`config.mk`:
```
export PLATFORM = sky130hd
export DESIGN_NAME = kogge_stone_sub_pipe
export DESIGN_NICKNAME = d
export VERILOG_FILES = /design/src/rtl/kogge_stone_sub_pipe.sv
export SDC_FILE = /design/constraint.sdc
export NUM_CORES = 1
export LEC_CHECK = 0
export CAP_MARGIN = 10
export CORE_MARGIN = 2
export CORE_UTILIZATION = 41
export CTS_CLUSTER_SIZE = 14
export DETAILED_ROUTE_END_ITERATION = 6
export PLACE_DENSITY = 0.65
export SYNTH_ARGS = -nofsm -noshare
export SYNTH_HDL_FRONTEND = slang
export SYNTH_SLANG_ARGS = --single-unit
```
`constraint.sdc`:
```
create_clock -name clk -period 50.2 [get_ports clk]
set_input_delay 15.06 -clock clk [delete_from_list [all_inputs] [get_ports clk]]
set_output_delay 15.06 -clock clk [all_outputs]
set_load 0.01 [all_outputs]
```
`src/rtl/kogge_stone_sub_pipe.sv`:
```
// Pipelined N-bit subtractor built on a Kogge-Stone parallel-prefix carry
// network. The subtraction is a + ~b + 1. Stage 0 captures the bitwise
// generate/propagate terms. Each of the following LOG2N stages resolves one
// prefix level. Every stage carries a valid bit. The whole pipe advances
// together under one enable, so a stalled consumer freezes every stage.
module kogge_stone_sub_pipe #(
   parameter int N = 64
) (
   input  logic         clk,
   input  logic         rst,
   input  logic         in_valid,
   output logic         in_ready,
   input  logic [N-1:0] a,
   input  logic [N-1:0] b,
   output logic         out_valid,
   input  logic         out_ready,
   output logic [N-1:0] diff,
   output logic         borrow,
   output logic         overflow
);

   localparam int LOG2N = $clog2(N);
   localparam int L     = LOG2N + 1;

   // Per-stage registers. Index 0 is the acceptance register.
   // Index L-1 is the final prefix level that drives the outputs.
   logic [N-1:0] g_q   [0:L-1];
   logic [N-1:0] p_q   [0:L-1];
   // The half-sum travels down the pipe inverted (a ^ b rather than a ^ ~b).
   // An all-zero reset state then yields diff = 0xFF..FE.
   logic [N-1:0] x_q   [0:L-1];
   logic [L-1:0] valid_q;
   logic [L-1:0] a_msb_q;
   logic [L-1:0] b_msb_q;

   logic [N-1:0] p_in;
   logic [N-1:0] g_in;
   logic [N-1:0] g_nxt [1:L-1];
   logic [N-1:0] p_nxt [1:L-1];
   logic         en;

   // Global advance enable. Every stage can move unless a result is waiting.
   assign en        = ~valid_q[L-1] | out_ready;
   assign in_ready  = en;
   assign out_valid = valid_q[L-1];

   // Bitwise propagate/generate for a + ~b. The +1 carry-in is folded into bit 0.
   always_comb begin
      p_in    = a ^ ~b;
      g_in    = a & ~b;
      g_in[0] = g_in[0] | p_in[0];
   end

   // Kogge-Stone prefix levels. Level s combines each bit with the bit 2^(s-1) below it.
   always_comb begin
      for (int s = 1; s < L; s++) begin
         g_nxt[s] = g_q[s-1];
         p_nxt[s] = p_q[s-1];
         for (int i = (1 << (s - 1)); i < N; i++) begin
            g_nxt[s][i] = g_q[s-1][i] | (p_q[s-1][i] & g_q[s-1][i - (1 << (s - 1))]);
            p_nxt[s][i] = p_q[s-1][i] & p_q[s-1][i - (1 << (s - 1))];
         end
      end
   end

   // Pipeline registers. Reset clears everything; otherwise all stages shift together when enabled.
   always_ff @(posedge clk) begin
      if (rst) begin
         for (int s = 0; s < L; s++) begin
            g_q[s] <= '0;
            p_q[s] <= '0;
            x_q[s] <= '0;
         end
         valid_q <= '0;
         a_msb_q <= '0;
         b_msb_q <= '0;
      end else if (en) begin
         g_q[0]  <= g_in;
         p_q[0]  <= p_in;
         x_q[0]  <= a ^ b;
         for (int s = 1; s < L; s++) begin
            g_q[s] <= g_nxt[s];
            p_q[s] <= p_nxt[s];
            x_q[s] <= x_q[s-1];
         end
         valid_q <= {valid_q[L-2:0], in_valid};
         a_msb_q <= {a_msb_q[L-2:0], a[N-1]};
         b_msb_q <= {b_msb_q[L-2:0], b[N-1]};
      end
   end

   // Result formation from the final stage.
   // The carry into bit i is the group generate of bits below i; bit 0 sees carry-in 1.
   always_comb begin
      diff     = ~x_q[L-1] ^ {g_q[L-1][N-2:0], 1'b1};
      borrow   = ~g_q[L-1][N-1];
      overflow = (a_msb_q[L-1] != b_msb_q[L-1]) && (diff[N-1] != a_msb_q[L-1]);
   end

endmodule

```
==> run_results.csv, run 1 <==
group,metric,value,unit
outcome,status,"finished clean",
power_and_ir_drop,ir_drop,26.0,uV
timing,worst_pin_slew,1170,ps
place,portBuffers,199,
power_and_ir_drop,total_leakage_power,22.8,nW
cells_and_area,fillers,9965,
clock_tree,clk_pin_slew_worst_paths,60,ps
synthesis,synth_edf_count,1217,
detailed_routing,antenna_left,0,
cells_and_area,instances_no_fill,4993,
floorplanning,ios,200,
setup_path,cp-start-kind,"input pin",
place,hpwl,61.0,mm
synthesis,ys_seq_elements,1238,
timing,relSlewSlack,21.8,%
detailed_routing,drtPass1Iterations,6,
detailed_routing,initialDrtViolationCount,2466,
grt,antenna_found_initial,9,
timing,finClkSkew,24.2,ps
timing,timing.final.crit_share,64.3,%
detailed_routing,vias_per_cell,4.81,
power_and_ir_drop,report.power.total,0.00205,W
floorplanning,die_area,120000,um^2
cells_and_area,drive_gt1_share,5.04,%
place,dpl_worst_slack,17930,ps
synthesis,synthCells,3182,
grt,track_usage,15.3,%
synthesis,synth_top_area_cell,"edfxtp_1",
timing,final.min_clock_period,32270,ps
clock_tree,postCtsSetupBuffers,0,
detailed_routing,wire_per_inst,18.6,um
floorplanning,die_h,346,um
grt,grt_pass1_vias,23400,
synthesis,ys_seq_area_share,77.0,%
cells_and_area,syn_to_final_growth,14.1,%
clock_tree,cts_tree,"done",
cells_and_area,nets,3574,
synthesis,synth_area,48000,um^2
clock_tree,ctsResizeCount,0,
floorplanning,die_x,346,um
grt,grt_max_degree,251,
timing,finalHoldViolCount,0,
cells_and_area,diodes,0,
grt,grt_pass1_wl,140,mm
timing,worst_slack,17930,ps
timing,maxSlewViolCount,0,
detailed_routing,drc,0,
synthesis,synthArstFlopShare,0,%
synthesis,avgSynthCellArea,15.1,um^2
flow_run,cap_viol_max_count,0,
clock_tree,h-tree-depth,3,
clock_tree,cts_buffers,117,
floorplanning,core_region_area,116000,um^2
timing,rsz0062_at_grt,"false",
clock_tree,cts_root_buffer,"clkbuf_16",
setup_path,crit_required,35140,ps
clock_tree,cts.sinks,1238,
floorplanning,start_util,41.3,%
place,dp.cells,4783,
clock_tree,clock_latency,700,ps
power_and_ir_drop,p_per_area,37.3,nW/um^2
clock_tree,cts_hold_buf,0,
place,gp_routability_congestion,0.841,
synthesis,syn_nets,3378,
synthesis,synth-main-ff-cell,"edfxtp_1",
floorplanning,rows,125,
detailed_routing,finalWirelength,92.9,mm
setup_path,crit_path_max_fanout,24,
grt,grt_remaining_overflow,0,
setup_path,worstPathArrival,17210,ps
synthesis,yosys.area.top_type_share,76.1,%
worst_hold_path,hold_path_class,"flip-flop to flip-flop",
synthesis,yosysUniqueCellTypes,23,
timing,fin_setup_tns,0,ps
setup_path,cp-end-kind,"output pin",
cells_and_area,utilization,47.2,%
synthesis,synth_area_leaders,"edfxtp_1, and2_1, a21oi_1",
clock_tree,cts.path.max_buffers,3,
timing,max_freq,0.0310,GHz
detailed_routing,dr_total_vias,24000,
setup_path,critPathKind,"input pin to output pin",
synthesis,yosysWarningCount,0,
timing,setup_viol,0,
[metal layers]
layer | vias to the layer above | wire, um | track usage [%]
li1 | 11800 | - | -
met1 | 11500 | 40600 | 21.6
met2 | 626 | 44900 | 24.6
met3 | 124 | 5630 | 2.46
met4 | 2 | 1750 | 4.19
met5 | - | 20 | 0
[critical path: stages]
cell	delay (ps)
clkdlybuf4s50_1	410
nor2b_2	770
inv_2	380
clkdlybuf4s50_1	580
[cell type report]
class	instances	area [um^2]	share of cell area (%)
inverter	67	251	0.459
sequential	1238	37000	67.4
tap	1524	1910	3.48
clock inverter	57	412	0.751
timing repair buffer	220	2200	4.01
multi-input combinational	1734	9930	18.1
clock buffer	153	3150	5.74
[through the flow]
stage,hold slack [ps],area [um^2]
after floorplan,432,48000
after global placement,438,51200
after detailed placement,447,51200
after CTS,455,54800
after global routing,472,54800
final,452,54800
[synth_stat cells, types with 32 or more instances]
library cell / instances
xnor2_1: 62
inv_1: 66
buf_6: 32
nor2b_1: 97
clkbuf_1: 41
a21oi_1: 341
and2_1: 477
nor2_1: 388
nand2_1: 41
and3_1: 258
edfxtp_1: 1217
ha_1: 64
[layout by cell type, fill, tap and decap left out, types with 4 or more instances in the layout]
cell type	synthesis	layout
a21oi_1	341	341
and2_1	477	477
and3_1	258	258
buf_12	0	4
buf_4	5	18
bufinv_16	0	5
clkbuf_1	41	32
clkbuf_16	0	121
clkdlybuf4s50_1	0	198
clkinv_1	0	30
clkinv_2	0	15
dfxtp_1	21	21
edfxtp_1	1217	1217
ha_1	64	64
inv_1	66	66
nand2_1	41	41
nor2_1	388	388
nor2b_1	97	96
xnor2_1	62	62
[logic make-up (layout without fill, tap and decap cells)]
group	Yosys count	in the layout	synth area share, %
DFF	1238	1238	77.0
AOI/OAI and AO/OA	342	342	3.57
buffers and inverters	210	497	2.39
xor gates and xnor gates	63	63	1.15
and+or+nand+nor	1265	1265	14.3
adders and majority gates	64	64	1.67
[where the power goes]
part           leakage, nW  total [W]  internal (W)  switching [W]
Clock                 1.73   0.000826      0.000464       0.000362
Sequential            15.0    0.00116       0.00115      0.0000124
Combinational         6.05  0.0000570     0.0000255      0.0000315
Total                 22.8    0.00205       0.00164       0.000406
[final timing paths]
kind                                         startpoint                  endpoint  slack (ps)  cells past startpoint
worst max-delay path                          out_ready                  in_ready       17930                      4
worst min-delay path            a_msb_q[2]$_SDFFE_PP0P_   a_msb_q[2]$_SDFFE_PP0P_         450                      2
worst max register to register  valid_q[6]$_SDFFE_PP0P_  x_q[2][39]$_SDFFCE_PN0P_       44760                      6
worst min register to register  a_msb_q[2]$_SDFFE_PP0P_   a_msb_q[2]$_SDFFE_PP0P_         450                      2
[registers in the layout (all words and copies together) (netlist names)]
signal   cells
p_q        321
valid_q      7
x_q        448
a_msb_q      7
g_q        448
b_msb_q      7
No activity file was read; power rests on OpenSTA's default activity.
==> run 2: changes to the inputs <==
--- a/config.mk
+++ b/config.mk
@@ -10,7 +10,7 @@
 export CORE_UTILIZATION = 41
 export CTS_CLUSTER_SIZE = 14
 export DETAILED_ROUTE_END_ITERATION = 6
-export PLACE_DENSITY = 0.65
+export PLACE_DENSITY = 0.67
 export SYNTH_ARGS = -nofsm -noshare
 export SYNTH_HDL_FRONTEND = slang
 export SYNTH_SLANG_ARGS = --single-unit
==> constraint.sdc (replaced) <==
create_clock -name clk -period 26.7 [get_ports clk]
set_input_delay 8.01 -clock clk [delete_from_list [all_inputs] [get_ports clk]]
set_output_delay 8.01 -clock clk [all_outputs]
set_load 0.01 [all_outputs]
==> run 2 against run 1 <==
  * Wire length shrank 0.20%
  * Critical path depth is the same
  * Combinational power grew 88%
  * Final cell count grew 0.16%
  * Hold slack is essentially flat
  * Count of clock-buffer cells in the layout grew 3
  * Clock power grew 92%
  * Largest power group unchanged
  * First-iteration DRC count grew 9.8%
  * Utilization grew 0.12 points
==> run_results.csv, run 2 (synthesis gave the netlist of run 1 again) <==
group,metric,value,unit
place,gp_routability_congestion,0.843,
worst_hold_path,hold_path_class,"flip-flop to flip-flop",
timing,finalHoldViolCount,0,
setup_path,cp-start-kind,"input pin",
setup_path,crit_family,"buffers and inverters",
clock_tree,cts_tree,"done",
timing,finClkSkew,40.0,ps
setup_path,cpMostUsedCell,"clkdlybuf4s50_1",
timing,timing.final.crit_share,68.3,%
detailed_routing,wire_per_inst,18.5,um
power_and_ir_drop,p_seq_share,56.3,%
timing,setup_viol,0,
power_and_ir_drop,p_sw_share,19.7,%
clock_tree,cts.sinks,1238,
detailed_routing,initialDrtViolationCount,2707,
cells_and_area,syn_to_final_growth,14.4,%
clock_tree,h-tree-depth,3,
clock_tree,cts.path.max_buffers,3,
power_and_ir_drop,p_per_area,70.7,nW/um^2
detailed_routing,vias_per_cell,4.84,
grt,grt_pass1_wl,140,mm
power_and_ir_drop,ir_drop,52.3,uV
setup_path,cp_slowest_cell,"nor2b_2",
cells_and_area,reg_top3,"g_q: 448 flops, x_q: 448 flops, p_q: 321 flops",
timing,max_freq,0.0548,GHz
setup_path,crit_path_max_fanout,24,
timing,relSlewSlack,21.1,%
grt,grt_pass1_vias,23700,
floorplanning,core_region_area,116000,um^2
setup_path,crit_buf_inv,3,
cells_and_area,drive_gt1_share,5.18,%
timing,worst_pin_slew,1180,ps
floorplanning,die_x,346,um
clock_tree,cts_buffers,118,
clock_tree,cts_root_buffer,"clkbuf_16",
cells_and_area,final_area,54900,um^2
setup_path,slowest_delay,800,ps
floorplanning,die_area,120000,um^2
clock_tree,cts_hold_buf,0,
setup_path,path_cells,"clkdlybuf4s50_1 > nor2b_2 > inv_2 > clkdlybuf4s50_1",
power_and_ir_drop,p_clk_share,41.0,%
grt,grt_max_degree,289,
detailed_routing,drtPass1Iterations,7,
timing,fin_setup_tns,0,ps
setup_path,cp-end-kind,"output pin",
place,hpwl,60.6,mm
detailed_routing,dr_total_vias,24200,
setup_path,worstPathArrival,10230,ps
clock_tree,clk_pin_slew_worst_paths,60,ps
floorplanning,start_util,41.3,%
clock_tree,postCtsSetupBuffers,0,
timing,rsz0062_at_grt,"false",
detailed_routing,finalWirelength,92.7,mm
power_and_ir_drop,p_sw,0.000765,W
grt,grt_remaining_overflow,0,
cells_and_area,fillers,9859,
cells_and_area,nets,3573,
setup_path,crit_required,18690,ps
power_and_ir_drop,total_leakage_power,22.8,nW
floorplanning,rows,125,
grt,antenna_found_initial,7,
detailed_routing,antenna_left,0,
power_and_ir_drop,p_int,0.00312,W
grt,track_usage,15.2,%
place,dpl_cell_area,51300,um^2
place,portBuffers,199,
cells_and_area,final_cell_mix,"edfxtp_1, and2_1, nor2_1",
detailed_routing,drc,0,
outcome,status,"finished clean",
floorplanning,die_h,346,um
timing,final.min_clock_period,18240,ps
floorplanning,ios,200,
cells_and_area,final_common_cell,"edfxtp_1",
timing,maxSlewViolCount,0,
clock_tree,ctsResizeCount,0,
setup_path,critPathKind,"input pin to output pin",
clock_tree,clock_latency,700,ps
flow_run,cap_viol_max_count,0,
power_and_ir_drop,pwr-share-comb,2.8,%
run 2: cell count changes in the layout (fill, tap and decap cells not counted), sizes merged:
| cell | change |
|---|---|
| diode | +2 |
| bufinv | +3 |
| clkbuf | +3 |
| inv | +2 |
| buf | -2 |
run 2: layer usage:
| layer | global-route usage [%] | up-vias | part of all wire, % |
|---|---|---|---|
| li1 | - | 11800 | - |
| met3 | 2.27 | 136 | 5.5 |
| met1 | 21.2 | 11700 | 44 |
| met2 | 24.1 | 655 | 47 |
| met4 | 6.12 | 0 | 3.4 |
| met5 | 0 | - | 0 |
run 2: worst min-delay path, cell delays in order, from the launching register on:
cell and delay (ps):
dfxtp_1 310, nand2_1 50, a21oi_1 50
run 2: power groups by stage:
stage | clock (W) | combinational (W) | sequential, W
6_report | 0.00159 | 0.000107 | 0.00219
5_1_grt | 0.00170 | 0.000122 | 0.00219
4_1_cts | 0.00162 | 0.000111 | 0.00219
3_5_place_dp | 0 | 0.000110 | 0.00223
3_3_place_gp | 0 | 0.000110 | 0.00223
2_1_floorplan | 0 | 0.0000680 | 0.00222
run 2: cell type report:
type / instances / area (um^2) / share of cell area, %
flip-flops and latches: 1238 / 37000 / 67.3
multi-input cells: 1734 / 9930 / 18.1
clock buffers: 156 / 3180 / 5.79
repair buffers: 218 / 2210 / 4.02
well taps: 1524 / 1910 / 3.47
clock inverters: 62 / 500 / 0.911
inverters: 67 / 251 / 0.458
diodes: 2 / 5.00 / 0.00911
run 2: through the flow:
stage / std cells / util [%] / power (W) / hold slack, ps / worst slack, ps
final: 5001 / 47.3 / 0.00389 / 452 / 8460
after global routing: 4999 / 47.3 / 0.00401 / 471 / 8270
after CTS: 4999 / 47.3 / 0.00392 / 453 / 8440
after detailed placement: 4781 / 44.1 / 0.00234 / 446 / 8440
after global placement: 4781 / 44.1 / 0.00234 / 439 / 8470
after floorplan: 3182 / - / 0.00229 / 432 / 1990
run 2: final timing paths:
path / start / to / slack [ps] / cells past startpoint
worst max-delay path: out_ready / in_ready / 8460 / 4
worst min-delay path: b_msb_q[3]$_SDFFE_PP0P_ / b_msb_q[3]$_SDFFE_PP0P_ / 450 / 2
worst max register to register: valid_q[6]$_SDFFE_PP0P_ / p_q[0][15]$_SDFFCE_PN0P_ / 21590 / 6
worst min register to register: b_msb_q[3]$_SDFFE_PP0P_ / b_msb_q[3]$_SDFFE_PP0P_ / 450 / 2
